--- src/rtl/alu_pkg.sv ---
// Shared encodings for the registered ALU with iterative multiply/divide:
// ALU function codes, multiply/divide codes, sequencer states, default width.
package alu_pkg;
  localparam int DEFAULT_WIDTH = 32;

  localparam logic [3:0] ALU_ADDU = 4'b0000;
  localparam logic [3:0] ALU_SUBU = 4'b0001;
  localparam logic [3:0] ALU_ADD  = 4'b0010;
  localparam logic [3:0] ALU_SUB  = 4'b0011;
  localparam logic [3:0] ALU_AND  = 4'b0100;
  localparam logic [3:0] ALU_OR   = 4'b0101;
  localparam logic [3:0] ALU_XOR  = 4'b0110;
  localparam logic [3:0] ALU_NOR  = 4'b0111;
  localparam logic [3:0] ALU_LUI  = 4'b1000;
  localparam logic [3:0] ALU_SLTU = 4'b1010;
  localparam logic [3:0] ALU_SLT  = 4'b1011;
  localparam logic [3:0] ALU_SRA  = 4'b1100;
  localparam logic [3:0] ALU_SRL  = 4'b1101;
  localparam logic [3:0] ALU_SLL  = 4'b1110;

  localparam logic [1:0] MD_MULT  = 2'b00;
  localparam logic [1:0] MD_MULTU = 2'b01;
  localparam logic [1:0] MD_DIV   = 2'b10;
  localparam logic [1:0] MD_DIVU  = 2'b11;

  typedef enum logic [1:0] {S_IDLE, S_RUN, S_FIN} state_e;
endpackage

--- src/rtl/muldiv_iter.sv ---
// One-bit-per-cycle shift-add multiplier / restoring divider on operand
// magnitudes, with sign fix-up and the divide-by-zero result applied on output.
module muldiv_iter import alu_pkg::*; #(
  parameter int WIDTH = DEFAULT_WIDTH,
  parameter int SHW   = $clog2(WIDTH)
) (
  input  logic             clk,
  input  logic             rst,
  input  logic             load_i,
  input  logic             step_i,
  input  logic [1:0]       op_i,
  input  logic [WIDTH-1:0] a_i,
  input  logic [WIDTH-1:0] b_i,
  output logic             last_o,
  output logic             signed_o,
  output logic             dz_o,
  output logic             ovf_o,
  output logic [WIDTH-1:0] hi_o,
  output logic [WIDTH-1:0] lo_o
);
  logic [SHW-1:0]     cnt_q, cnt_d;
  logic [2*WIDTH-1:0] acc_q, acc_d;
  logic [WIDTH-1:0]   mag_b_q, mag_b_d, a_q, a_d;
  logic               is_div_q, is_div_d, signed_q, signed_d;
  logic               negp_q, negp_d, negr_q, negr_d, dz_q, dz_d, ovf_q, ovf_d;

  logic               sa, sb;
  logic [WIDTH:0]     mul_sum, div_sh, div_diff;
  logic [2*WIDTH-1:0] prod;
  logic [WIDTH-1:0]   quo, rem;

  assign sa       = ~op_i[0] & a_i[WIDTH-1];
  assign sb       = ~op_i[0] & b_i[WIDTH-1];
  assign mul_sum  = {1'b0, acc_q[2*WIDTH-1:WIDTH]} + (acc_q[0] ? {1'b0, mag_b_q} : '0);
  assign div_sh   = {acc_q[2*WIDTH-1:WIDTH], acc_q[WIDTH-1]};
  assign div_diff = div_sh - {1'b0, mag_b_q};

  always_comb begin
    cnt_d    = cnt_q;
    acc_d    = acc_q;
    mag_b_d  = mag_b_q;
    a_d      = a_q;
    is_div_d = is_div_q;
    signed_d = signed_q;
    negp_d   = negp_q;
    negr_d   = negr_q;
    dz_d     = dz_q;
    ovf_d    = ovf_q;
    if (load_i) begin
      cnt_d    = '0;
      acc_d    = {{WIDTH{1'b0}}, (sa ? -a_i : a_i)};
      mag_b_d  = sb ? -b_i : b_i;
      a_d      = a_i;
      is_div_d = op_i[1];
      signed_d = ~op_i[0];
      negp_d   = sa ^ sb;
      negr_d   = sa;
      dz_d     = op_i[1] & (b_i == '0);
      ovf_d    = (op_i == MD_DIV) & (a_i == {1'b1, {(WIDTH-1){1'b0}}}) & (&b_i);
    end else if (step_i) begin
      cnt_d = cnt_q + 1'b1;
      if (is_div_q)
        acc_d = {(div_diff[WIDTH] ? div_sh[WIDTH-1:0] : div_diff[WIDTH-1:0]),
                 acc_q[WIDTH-2:0], ~div_diff[WIDTH]};
      else
        acc_d = {mul_sum, acc_q[WIDTH-1:1]};
    end
  end

  always_ff @(posedge clk or posedge rst) begin
    if (rst) cnt_q <= '0;
    else     cnt_q <= cnt_d;
  end

  // Iteration datapath carries no reset; it is always reloaded before use.
  always_ff @(posedge clk) begin
    acc_q    <= acc_d;
    mag_b_q  <= mag_b_d;
    a_q      <= a_d;
    is_div_q <= is_div_d;
    signed_q <= signed_d;
    negp_q   <= negp_d;
    negr_q   <= negr_d;
    dz_q     <= dz_d;
    ovf_q    <= ovf_d;
  end

  always_comb begin
    prod = negp_q ? -acc_q : acc_q;
    quo  = negp_q ? -acc_q[WIDTH-1:0] : acc_q[WIDTH-1:0];
    rem  = negr_q ? -acc_q[2*WIDTH-1:WIDTH] : acc_q[2*WIDTH-1:WIDTH];
    if (!is_div_q) begin
      hi_o = prod[2*WIDTH-1:WIDTH];
      lo_o = prod[WIDTH-1:0];
    end else if (dz_q) begin
      hi_o = a_q;
      lo_o = '1;
    end else begin
      hi_o = rem;
      lo_o = quo;
    end
  end

  assign last_o   = (cnt_q == SHW'(WIDTH-1));
  assign signed_o = signed_q;
  assign dz_o     = dz_q;
  assign ovf_o    = ovf_q;
endmodule

--- src/rtl/alu_muldiv.sv ---
// Execute-stage ALU with registered result/flags and an iterative
// multiply/divide engine behind a start/busy/done handshake.
module alu_muldiv import alu_pkg::*; #(
  parameter int WIDTH = DEFAULT_WIDTH,
  parameter int SHW   = $clog2(WIDTH)
) (
  input  logic             clk,
  input  logic             rst,
  input  logic             start,
  input  logic [4:0]       op,
  input  logic [WIDTH-1:0] a,
  input  logic [WIDTH-1:0] b,
  output logic             busy,
  output logic             done,
  output logic [WIDTH-1:0] r,
  output logic [WIDTH-1:0] hi,
  output logic [WIDTH-1:0] lo,
  output logic             zero,
  output logic             carry,
  output logic             negative,
  output logic             overflow,
  output logic             dz
);
  state_e           state_q, state_d;
  logic             busy_q, busy_d, done_q, done_d;
  logic [WIDTH-1:0] r_q, r_d, hi_q, hi_d, lo_q, lo_d;
  logic             zero_q, zero_d, carry_q, carry_d, neg_q, neg_d;
  logic             ovf_q, ovf_d, dz_q, dz_d;

  logic signed [WIDTH-1:0] a_s, b_s;
  logic [WIDTH:0]   add_w, sub_w;
  logic [SHW-1:0]   sh, sh_m1, sh_l;
  logic             rcarry;
  logic [WIDTH-1:0] alu_r;
  logic             alu_c, alu_v;

  logic             md_load, md_step, md_last, md_signed, md_dz, md_ovf;
  logic [WIDTH-1:0] md_hi, md_lo;

  assign a_s    = a;
  assign b_s    = b;
  assign add_w  = {1'b0, a} + {1'b0, b};
  assign sub_w  = {1'b0, a} - {1'b0, b};
  assign sh     = a[SHW-1:0];
  assign sh_m1  = sh - 1'b1;
  assign sh_l   = SHW'(0) - sh;
  assign rcarry = (sh != '0) & b[sh_m1];

  always_comb begin
    alu_r = '0;
    alu_c = 1'b0;
    alu_v = 1'b0;
    case (op[3:0])
      ALU_ADDU: begin alu_r = add_w[WIDTH-1:0]; alu_c = add_w[WIDTH]; end
      ALU_ADD: begin
        alu_r = add_w[WIDTH-1:0];
        alu_v = (a[WIDTH-1] == b[WIDTH-1]) && (add_w[WIDTH-1] != a[WIDTH-1]);
      end
      ALU_SUBU: begin alu_r = sub_w[WIDTH-1:0]; alu_c = sub_w[WIDTH]; end
      ALU_SUB: begin
        alu_r = sub_w[WIDTH-1:0];
        alu_v = (a[WIDTH-1] != b[WIDTH-1]) && (sub_w[WIDTH-1] != a[WIDTH-1]);
      end
      ALU_AND: alu_r = a & b;
      ALU_OR:  alu_r = a | b;
      ALU_XOR: alu_r = a ^ b;
      ALU_NOR: alu_r = ~(a | b);
      ALU_LUI, ALU_LUI | 4'b0001: alu_r = {b[WIDTH/2-1:0], {(WIDTH/2){1'b0}}};
      ALU_SLTU: alu_r = {{(WIDTH-1){1'b0}}, sub_w[WIDTH]};
      ALU_SLT:  alu_r = {{(WIDTH-1){1'b0}}, (a_s < b_s)};
      ALU_SRA: begin alu_r = b_s >>> sh; alu_c = rcarry; end
      ALU_SRL: begin alu_r = b >> sh;    alu_c = rcarry; end
      ALU_SLL, ALU_SLL | 4'b0001: begin
        alu_r = b << sh;
        alu_c = (sh != '0) & b[sh_l];
      end
      default: alu_r = '0;
    endcase
  end

  always_comb begin
    state_d = state_q;
    busy_d  = busy_q;
    done_d  = 1'b0;
    r_d     = r_q;
    hi_d    = hi_q;
    lo_d    = lo_q;
    zero_d  = zero_q;
    carry_d = carry_q;
    neg_d   = neg_q;
    ovf_d   = ovf_q;
    dz_d    = dz_q;
    md_load = 1'b0;
    md_step = 1'b0;
    case (state_q)
      S_IDLE: begin
        if (start && !op[4]) begin
          r_d     = alu_r;
          zero_d  = (alu_r == '0);
          neg_d   = alu_r[WIDTH-1];
          carry_d = alu_c;
          ovf_d   = alu_v;
          done_d  = 1'b1;
        end else if (start) begin
          md_load = 1'b1;
          busy_d  = 1'b1;
          state_d = S_RUN;
        end
      end
      S_RUN: begin
        md_step = 1'b1;
        if (md_last) state_d = S_FIN;
      end
      S_FIN: begin
        hi_d    = md_hi;
        lo_d    = md_lo;
        r_d     = md_lo;
        zero_d  = ({md_hi, md_lo} == '0);
        neg_d   = md_signed & md_hi[WIDTH-1];
        carry_d = 1'b0;
        ovf_d   = md_ovf;
        dz_d    = md_dz;
        busy_d  = 1'b0;
        done_d  = 1'b1;
        state_d = S_IDLE;
      end
      default: state_d = S_IDLE;
    endcase
  end

  always_ff @(posedge clk or posedge rst) begin
    if (rst) begin
      state_q <= S_IDLE;
      busy_q  <= 1'b0;
      done_q  <= 1'b0;
      r_q     <= '0;
      hi_q    <= '0;
      lo_q    <= '0;
      zero_q  <= 1'b0;
      carry_q <= 1'b0;
      neg_q   <= 1'b0;
      ovf_q   <= 1'b0;
      dz_q    <= 1'b0;
    end else begin
      state_q <= state_d;
      busy_q  <= busy_d;
      done_q  <= done_d;
      r_q     <= r_d;
      hi_q    <= hi_d;
      lo_q    <= lo_d;
      zero_q  <= zero_d;
      carry_q <= carry_d;
      neg_q   <= neg_d;
      ovf_q   <= ovf_d;
      dz_q    <= dz_d;
    end
  end

  muldiv_iter #(.WIDTH(WIDTH), .SHW(SHW)) u_iter (
    .clk      (clk),
    .rst      (rst),
    .load_i   (md_load),
    .step_i   (md_step),
    .op_i     (op[1:0]),
    .a_i      (a),
    .b_i      (b),
    .last_o   (md_last),
    .signed_o (md_signed),
    .dz_o     (md_dz),
    .ovf_o    (md_ovf),
    .hi_o     (md_hi),
    .lo_o     (md_lo)
  );

  assign busy     = busy_q;
  assign done     = done_q;
  assign r        = r_q;
  assign hi       = hi_q;
  assign lo       = lo_q;
  assign zero     = zero_q;
  assign carry    = carry_q;
  assign negative = neg_q;
  assign overflow = ovf_q;
  assign dz       = dz_q;
endmodule

--- config.mk ---
export PLATFORM = sky130hd
export DESIGN_NAME = alu_muldiv
export DESIGN_NICKNAME = d
export VERILOG_FILES = /design/src/rtl/alu_pkg.sv /design/src/rtl/muldiv_iter.sv /design/src/rtl/alu_muldiv.sv
export SDC_FILE = /design/constraint.sdc
export NUM_CORES = 1
export LEC_CHECK = 0
export BUFFER_PORTS_ARGS = -buffer_cell sky130_fd_sc_hd__buf_4
export CORE_ASPECT_RATIO = 0.5
export CORE_UTILIZATION = 35
export CTS_BUF_LIST = sky130_fd_sc_hd__clkbuf_16
export DETAILED_ROUTE_END_ITERATION = 10
export PLACE_DENSITY = 0.58
export SLEW_MARGIN = 0
export SYNTH_ARGS = -nofsm -noshare
export SYNTH_HDL_FRONTEND = slang
export SYNTH_HIERARCHICAL = 1
export SYNTH_SLANG_ARGS = --single-unit
--- constraint.sdc ---
create_clock -name clk -period 10.44 [get_ports clk]
set_input_delay 1.044 -clock clk [delete_from_list [all_inputs] [get_ports clk]]
set_output_delay 1.044 -clock clk [all_outputs]
set_load 0.01 [all_outputs]
==> flow_results.org, run 1 <==
** Drt
- Drt first pass iters :: 8
- Final routed wirelength across all metal layers :: approximately 140 mm
- DRC errors left :: 0
- After detailed routing, the average wire length per cell comes to 28.0 um.
- Number of routed nets with antenna violations :: 0
- In the routed layout, each cell is associated on average with a via count of 6.34.
- The detailed router finished its first iteration with about 4,300 violations.
- Vias post-DR :: slightly above 30,000

** Min path
- Path class of the lowest-slack min-delay path :: in -> async

** Setup path
- Required time of the worst setup path :: around 11,000 ps
- Number of cell instances on the worst register-to-register path :: 16
- The worst setup path is launched from a flip-flop.
- Along the worst path, the maximum fanout reaches 9.
- Data on the critical path arrives at its endpoint at approximately 6300 ps.
- The worst setup path is captured at a flip-flop.
- Critical path type :: reg -> reg

** Floorplanning
- The die is 405 um wide.
- Chip Height :: approximately 200 um
- Initial Util :: a little over a third
- The die covers 82,400 um2.
- After floorplanning, the core was divided into between 70 and 80 placement rows.
- Standard cell core area :: between 70,000 and 80,000 um2
- between 150 and 200 I/O pins were placed.

** Layout
- The post-route netlist has 11.1% of its cells at a drive strength greater than 1.
- The final layout contains 3,964 nets.
- In the layout the commonest cells are sky130_fd_sc_hd__nand2_1 (590), sky130_fd_sc_hd__nor2_1 (335), sky130_fd_sc_hd__a21oi_1 (297).
- Relative to the synthesized area, the layout overhead comes to 9.55%.
- Most common cell after layout, fill and taps aside :: sky130_fd_sc_hd__nand2_1
- Number of fill cells in the layout :: about 8,300

** Status
- Run status :: completed

** CTS
- CTS sink count :: around 240
- CTS resizes :: 0
- Clock-pin slew reported for the worst setup and hold paths after clock tree synthesis :: roughly 70 ps
- TritonCTS created 27 clock buffers.
- TritonCTS built the clock tree.
- The clock reaches the later pin of the worst-skew pair after approximately 600 ps.
- Setup bufs post-CTS :: 0
- Hold buffer count at CTS :: 0
- CTS built an H-tree with a depth of 1.
- Library cell used as clock root buffer :: sky130_fd_sc_hd__clkbuf_16
- Buffer depth of the longest clock path :: 3

** Timing
- Final period util :: between 50% and 60%
- Setup repair after global routing left no endpoint under its margin.
- Setup slack on the critical path of the routed design comes to about 4600 ps.
- Highest clock frequency the design can meet :: around 170 MHz
- Number of max-slew violations in the final report :: 0
- Setup TNS Final :: 0 ps
- Final critical path time including I/O delays and setup :: 5860 ps
- The worst pin sits at a relative slew slack of ~9.0%.
- The final count of hold timing violations came to 0.
- Worst clock skew on the final layout :: between 40 and 50 ps
- Final setup violating endpoints :: 0
- At the pin with the least slew margin, the transition time is 1360 ps.

** Global route
- Global routing used between 30% and 40% of the available tracks across all layers.
- Overflow left after global routing :: 0
- Entering global routing, the biggest net connects 84 pins.
- First-pass GRT wire length :: 197 mm
- The number of antenna violations at the first check in global routing is 6.
- Via count of the first global-routing pass :: between 20,000 and 30,000

** Run
- MaxCap Viol Count :: 0

** Power
- Power per cell area :: 204 nW/um2
- Across the VDD grid, the largest voltage drop is approximately 0.13 mV.
- Leakage power figure :: 13.3 nW

** Yosys
- In the synthesized netlist the async set-or-reset flop fraction comes to 45.1%.
- Counting every net in the synthesized netlist gives approximately 4,000.
- After synthesis the cells add up to 28,400 um2.
- Synthesis produced around 3,700 cells.
- Fraction of the yosys area taken by sequential cells :: 22.7%
- Number of unique standard cell types used by synthesis :: roughly 110
- Dominant synthesized flop cell :: sky130_fd_sc_hd__dfrtp_1
- Number of synthesized flops with an enable pin :: 102
- The largest total area in the synthesized netlist belongs to sky130_fd_sc_hd__edfxtp_1.
- By area the synthesized netlist is led by sky130_fd_sc_hd__edfxtp_1 (11%), sky130_fd_sc_hd__dfrtp_1 (9.7%), sky130_fd_sc_hd__nand2_1 (7.8%), sky130_fd_sc_hd__ha_1 (7.4%), sky130_fd_sc_hd__a21oi_1 (5.2%).
- In this run the mean area of a mapped cell was 7.61 um2.
- Total of warnings raised by yosys :: 6
- Fraction of post-synthesis cell area in the top cell type by area :: between 10% and 20%
- Post-synthesis sequential element count :: about 240

** Placed design
- PortBufs :: about 170
- The HPWL after detailed placement is ~100 mm.
- Worst slack at placement :: 4390 ps
- The congestion estimate from routability-driven global placement came to 1.03.
==> synth_stat cells, types with 24 or more instances <==
cell                       instances
sky130_fd_sc_hd__a21o_1           57
sky130_fd_sc_hd__nor3_1           62
sky130_fd_sc_hd__a31oi_1          34
sky130_fd_sc_hd__o31ai_1          35
sky130_fd_sc_hd__dfrtp_1         110
sky130_fd_sc_hd__o21ai_0         279
sky130_fd_sc_hd__a21oi_1         297
sky130_fd_sc_hd__nand2_1         591
sky130_fd_sc_hd__nand3_1          84
sky130_fd_sc_hd__xor2_1           88
sky130_fd_sc_hd__edfxtp_1        102
sky130_fd_sc_hd__nor2_1          338
sky130_fd_sc_hd__o211ai_1         52
sky130_fd_sc_hd__or3_1            24
sky130_fd_sc_hd__mux2i_1         113
sky130_fd_sc_hd__inv_1           173
sky130_fd_sc_hd__o22ai_1          28
sky130_fd_sc_hd__nor4_1           45
sky130_fd_sc_hd__xnor2_1          93
sky130_fd_sc_hd__nand4_1          31
sky130_fd_sc_hd__buf_2            54
sky130_fd_sc_hd__mux2_2           30
sky130_fd_sc_hd__ha_1            169
sky130_fd_sc_hd__buf_1            28
sky130_fd_sc_hd__clkbuf_1        167
sky130_fd_sc_hd__mux4_2           59
sky130_fd_sc_hd__dfxtp_1          32
sky130_fd_sc_hd__nand2b_1         42
sky130_fd_sc_hd__a221oi_1         28
sky130_fd_sc_hd__a211oi_1         68
sky130_fd_sc_hd__nor2b_1          35
==> power breakdown <==
group          total, mW  leakage [nW]  switching (mW)  internal (mW)
clock              0.930         0.435           0.439          0.491
combinational       3.65          10.2            2.19           1.46
sequential          1.78          2.70           0.430           1.35
==> worst paths after layout <==
kind / startpoint / to / slack [ps]
max reg2reg: u_iter/acc_q[40]$_SDFFE_PP0P_ / zero$_DFFE_PP0P_ / 4580
max in group asynchronous: rst / lo[11]$_DFFE_PP0P_ / 8660
min reg2reg: lo[12]$_DFFE_PP0P_ / lo[12]$_DFFE_PP0P_ / 480
min in group clk: lo[12]$_DFFE_PP0P_ / lo[12]$_DFFE_PP0P_ / 480
max: u_iter/acc_q[40]$_SDFFE_PP0P_ / zero$_DFFE_PP0P_ / 4580
min: rst / u_iter/cnt_q[2]$_DFFE_PP0P_ / 370
==> cell families (layout without fill, tap and decap cells) <==
family	Yosys count	in the layout	share of synthesized area [%]
muxes	211	211	10.4
adders and majority gates	173	173	7.72
buffers and inverters	443	448	6.51
other	0	2	0
DFF	244	244	22.7
and+or+nand+nor	1356	1356	21.5
AOI/OAI and AO/OA	1127	1127	25.5
xor gates and xnor gates	181	181	5.58
==> area by class of cell <==
type	count	area [um2]	area share (%)
diodes	2	5.00	0.0161
clock buffers	28	701	2.25
clock inverters	22	128	0.410
inverters	179	674	2.17
multi-input cells	3048	20200	64.7
flip-flops and latches	244	6460	20.7
well taps	1087	1360	4.37
repair buffers	219	1650	5.29
==> per-stage QoR <==
stage | util (%) | instances | power [mW] | hold WS (ps) | instance area [um2]
6_report | 38.9 | 4829 | 6.36 | 371 | 31100
5_1_grt | 38.9 | 4829 | 6.77 | 377 | 31100
4_1_cts | 38.9 | 4827 | 6.31 | 348 | 31100
3_5_place_dp | 37.9 | 4777 | 5.36 | 465 | 30300
3_3_place_gp | 37.9 | 4777 | 5.32 | 464 | 30300
2_1_floorplan | - | 3735 | 4.13 | 439 | 28400
==> registers in the layout, summed over array words and instances (netlist names), 2 cells and up <==
signal and flops:
r 32, u_iter/a_q 32, lo 32, u_iter/mag_b_q 32
state_q 2, u_iter/cnt_q 5, u_iter/acc_q 64, hi 32
==> layer usage <==
layer | wire length [um] | GRT usage [%] | up-vias
met4 | 4900 | 10.2 | 6
met5 | 106 | 0.819 | -
li1 | - | - | 13500
met3 | 14500 | 7.70 | 281
met2 | 57200 | 48.1 | 1798
met1 | 58400 | 44.5 | 15000
==> critical path, stage by stage (launching register included) <==
cell,delay [ps]
sky130_fd_sc_hd__dfxtp_1,440
sky130_fd_sc_hd__nor4_1,590
sky130_fd_sc_hd__nand4b_1,330
sky130_fd_sc_hd__nand4b_1,460
sky130_fd_sc_hd__nor3_1,450
sky130_fd_sc_hd__nor3b_1,730
sky130_fd_sc_hd__nand2b_1,170
sky130_fd_sc_hd__o21ai_0,250
sky130_fd_sc_hd__a22oi_1,130
sky130_fd_sc_hd__o22ai_1,200
sky130_fd_sc_hd__a21oi_1,100
sky130_fd_sc_hd__nor4_1,540
sky130_fd_sc_hd__and4_1,300
sky130_fd_sc_hd__nand3_1,140
sky130_fd_sc_hd__nor4_1,720
sky130_fd_sc_hd__a21oi_1,110
sky130_fd_sc_hd__o31ai_2,90
No activity file was read; power rests on OpenSTA's default activity.
==> run 2: changes to the inputs <==
--- a/config.mk
+++ b/config.mk
@@ -5,6 +5,7 @@
 export SDC_FILE = /design/constraint.sdc
 export NUM_CORES = 1
 export LEC_CHECK = 0
+export ABC_AREA = 1
 export BUFFER_PORTS_ARGS = -buffer_cell sky130_fd_sc_hd__buf_4
 export CORE_ASPECT_RATIO = 0.5
 export CORE_UTILIZATION = 35
==> constraint.sdc (replaced) <==
create_clock -name clk -period 5.5 [get_ports clk]
set_input_delay 0.55 -clock clk [delete_from_list [all_inputs] [get_ports clk]]
set_output_delay 0.55 -clock clk [all_outputs]
set_load 0.01 [all_outputs]
==> run 2 against run 1 <==
The flow now finishes with violations (design-rule violations). Critical endpoint unchanged. Via count grew 26%. Sequential power rose by 83%. Non-clock buffer count grew 8. Sequential cell count unchanged.
==> flow_results.org, run 2 <==
** Yosys
- The area share of the leading cell type in the synthesized netlist was 22.4% (+12 points).
- The async set-or-reset flop fraction in the synthesized netlist was 45.1% (unchanged).
- Total of warnings raised by yosys :: 6 (unchanged)
- Area contributors post-synth :: sky130_fd_sc_hd__nand2_1 (22%), sky130_fd_sc_hd__nand3_1 (10%), sky130_fd_sc_hd__edfxtp_1 (9.8%), sky130_fd_sc_hd__dfrtp_1 (8.8%), sky130_fd_sc_hd__inv_1 (8.6%)
- Dominant synthesized flop cell :: sky130_fd_sc_hd__dfrtp_1
- The post-synthesis instance total was 5,457 (+46%).
- Mapped Nets :: 5,702 (+43%)
- Number of synthesized flops with an enable pin :: 102 (unchanged)
- Post-synthesis sequential element count :: 244 (unchanged)
- Ranked by instance count, the synthesized netlist is headed by sky130_fd_sc_hd__nand2_1 (1,857), sky130_fd_sc_hd__inv_1 (717), sky130_fd_sc_hd__nand3_1 (637).
- Fraction of the yosys area taken by sequential cells :: 20.7% (-2.0 points)
- The average instance area after synthesis is 5.70 um2 (-25%).
- The unique cell type count in the Yosys netlist is 62 (-43%).
- Netlist Area Pre-Place :: 31,100 um2 (+9.5%)
- Most numerous cell in the Yosys netlist :: sky130_fd_sc_hd__nand2_1
- sky130_fd_sc_hd__nand2_1 takes more of the synthesized area than any other cell.

** Global route
- Overflow left after global routing :: 0 (unchanged)
- Pin count of the biggest net entering global routing :: 78 (-7.1%)
- First-pass GRT wire length :: 244 mm (+24%)
- The number of antenna violations at the first check in global routing came to 10 (+4).
- The global-route usage over all layers came to 36.7% (+4.8 points).
- The via count of the first global-routing pass is 35,100 (+22%).

** Floorplanning
- Die area :: 90,200 um2 (+9.5%)
- Die Span X :: 424 um (+4.6%)
- The core box area was 87,000 um2 (+8.9%).
- The initial cell density of the core was 35.8% (+0.22 points).
- Chip Height :: 213 um (+4.6%)
- The total number of placement rows came to 76 (+4.1%).
- The I/O pin total came to 175 (unchanged).

** Layout
- Most common cell after layout, fill and taps aside :: sky130_fd_sc_hd__nand2_1
- Max FFs per register :: 64 (unchanged)
- Synth-to-layout area growth :: 10.6%
- Leading cell types in the layout, fill and taps excluded :: sky130_fd_sc_hd__nand2_1 (1,857), sky130_fd_sc_hd__inv_1 (715), sky130_fd_sc_hd__nand3_1 (637)
- The register with the most flip-flops in the final layout is u_iter/acc_q.
- The fill cell total of the finished layout came to 9,753 (+17%).
- The share of final-layout standard cells stronger than drive strength 1 came to 6.84% (-4.3 points).
- The number of nets at the end of the flow is 5,764 (+45%).

** CTS
- Clock tree from TritonCTS :: built
- CTS sink count :: 244 (unchanged)
- Buffer depth of the longest clock path :: 3 (unchanged)
- Library cell used as clock root buffer :: sky130_fd_sc_hd__clkbuf_16
- Number of H-tree levels :: 1 (unchanged)
- The clock latency of the later-clocked register in the worst-skew pair was 610 ps (about the same).
- The number of clock buffers inserted by TritonCTS was 28 (+3.7%).
- The clock-pin slew on the worst setup and hold paths is 70 ps (about the same).
- The post-CTS setup buffer count was 0 (unchanged).

** Status
- Run status :: finished, violations left
- The final reports fail on design-rule violations.

** Drt
- DRC errors left :: 2 (+2)
- The detailed-router iteration count before antenna repair was 9 (+1).
- The initial detailed-routing violation count is 5,426 (+26%).
- Final routed wirelength across all metal layers :: 170 mm (+26%)
- The final antenna-violating net count was 0 (unchanged).
- Vias per Instance :: 5.72 (-9.7%)
- The wire length per cell came to 25.3 um (-9.7%).
- Vias post-DR :: 38,400 (+26%)

** Placed design
- Worst slack at placement :: 1150 ps (-3240 ps)
- Placer's final routability congestion estimate :: 1.12 (+8.0%)
- PortBufs :: 174 (unchanged)
- The final HPWL from detailed placement is 139 mm (+37%).

** Timing
- Setup repair after global routing missed its margin :: no
- The final cycle utilization of the critical path was 81.4% (+25 points).
- Highest clock frequency the design can meet :: 223 MHz (+31%)
- Setup WS post-layout :: 1020 ps (-3560 ps)
- The measured slew at the worst slew-check pin is 1120 ps (-236 ps).
- The relative slew slack was 25.0% (+16 points).
- The number of endpoints failing setup at the final stage is 0 (unchanged).
- Final Hold Vio Count :: 0 (unchanged)
- Number of max-slew violations in the final report :: 0 (unchanged)
- Final critical path time including I/O delays and setup :: 4480 ps (-1380 ps)
- The setup TNS after final layout was 0 ps (unchanged).
- Worst clock skew on the final layout :: 60.2 ps (+16.9 ps)

** Setup path
- Crit start category :: flip-flop
- Critical path type :: reg -> reg
- The signal arrival time at the worst endpoint is 5010 ps (-1330 ps).
- Required time of the worst setup path :: 6030 ps (-4890 ps)
- Endpoint type of the worst setup path :: flip-flop
- The peak fanout along the critical path is 24 (+15).

** Power
- Leakage power figure :: 17.7 nW (+32%)
- The maximum ir drop on the vdd rail was 0.276 mV (+110%).
- Power per cell area :: 397 nW/um2 (+94%)

** Run
- MaxCap Viol Count :: 0 (unchanged)

** Min path
- Path class of the lowest-slack min-delay path :: in -> reg
-- run 2: cell count changes in the layout (fill, tap and decap cells not counted), moves of 82 or more --
cell	delta
sky130_fd_sc_hd__nand3_1	+553
sky130_fd_sc_hd__nor2_1	+115
sky130_fd_sc_hd__inv_1	+539
sky130_fd_sc_hd__xnor2_1	-82
sky130_fd_sc_hd__mux2i_1	-113
sky130_fd_sc_hd__nand2_1	+1267
-- run 2: worst paths after layout --
| check | from | end | slack, ps | depth (start not counted) |
|---|---|---|---|---|
| setup / recovery | u_iter/dz_o$_DFFE_PP_ | zero$_DFFE_PP0P_ | 1020 | 11 |
| max in group asynchronous | rst | r[26]$_DFFE_PP0P_ | 3500 | 4 |
| hold reg to reg | hi[19]$_DFFE_PP0P_ | hi[19]$_DFFE_PP0P_ | 480 | 2 |
| hold / removal | a[15] | u_iter/a_q[15]$_DFFE_PP_ | 220 | 1 |
| min in group asynchronous | rst | u_iter/cnt_q[4]$_DFFE_PP0P_ | 570 | 3 |
| setup reg to reg | u_iter/dz_o$_DFFE_PP_ | zero$_DFFE_PP0P_ | 1020 | 11 |
-- run 2: routing by layer --
metal  GRT usage (%)  vias to the layer above  part of all wire (%)
met2            54.6                     2038                    41
met5               0                        -                 0.028
li1                -                    17800                     -
met1            52.2                    18300                    44
met4            14.1                        8                   4.2
met3            6.97                      291                    10
-- run 2: cells by family (layout without fill, tap and decap cells) --
| logic type | Yosys count | in the layout | synth area share (%) |
|---|---|---|---|
| AO/OA/AOI/OAI | 768 | 768 | 13.6 |
| XOR/XNOR | 94 | 94 | 2.67 |
| adder cells (fa/ha/maj) | 173 | 173 | 7.05 |
| buffers and inverters | 941 | 1024 | 11.9 |
| flip-flops | 244 | 244 | 20.7 |
| other | 0 | 3 | 0 |
| AND/OR/NAND/NOR | 3237 | 3237 | 44.1 |
-- run 2: what timing repair did --
| item | CTS | global route |
|---|---|---|
| gates resized for setup | 0 | 0 |
| endpoints found under the hold margin | 5 | 0 |
| hold buffers | 1 | 0 |
-- run 2: final cells by class --
class	count	area [um2]	share of cell area, %
diodes	3	7.51	0.0218
clock buffers	28	701	2.04
clock inverters	23	283	0.821
inverters	746	2800	8.14
multi-input cells	4272	21000	61.0
flip-flops and latches	244	6460	18.8
well taps	1170	1460	4.25
repair buffers	227	1710	4.96
-- run 2: report_power, final --
group          switching [mW]  total (mW)  internal [mW]
Clock                   0.838        2.01           1.18
Combinational            5.86        8.38           2.52
Sequential              0.800        3.26           2.46
-- run 2: per-stage QoR --
step                      power (mW)  cell area (um2)  utilization (%)  instances  hold WS, ps
final                           13.7            34400             39.6       6713          218
after global routing            14.7            34400             39.6       6711          216
after CTS                       13.5            34400             39.6       6710          205
after detailed placement        11.4            33400             38.4       6658          464
after global placement          11.4            33400             38.4       6658          458
after floorplan                 8.40            31100                -       5457          329
-- run 2: critical path, stage by stage (launching register included) --
cell and delay, ps:
sky130_fd_sc_hd__edfxtp_1 650, sky130_fd_sc_hd__nand2_1 720, sky130_fd_sc_hd__inv_1 650, sky130_fd_sc_hd__a22oi_1 480
sky130_fd_sc_hd__o21ai_1 190, sky130_fd_sc_hd__nor4_1 500, sky130_fd_sc_hd__nand4_1 150, sky130_fd_sc_hd__nor2_1 280
sky130_fd_sc_hd__nand3_1 120, sky130_fd_sc_hd__o31ai_1 290, sky130_fd_sc_hd__inv_1 200, sky130_fd_sc_hd__a21oi_1 180
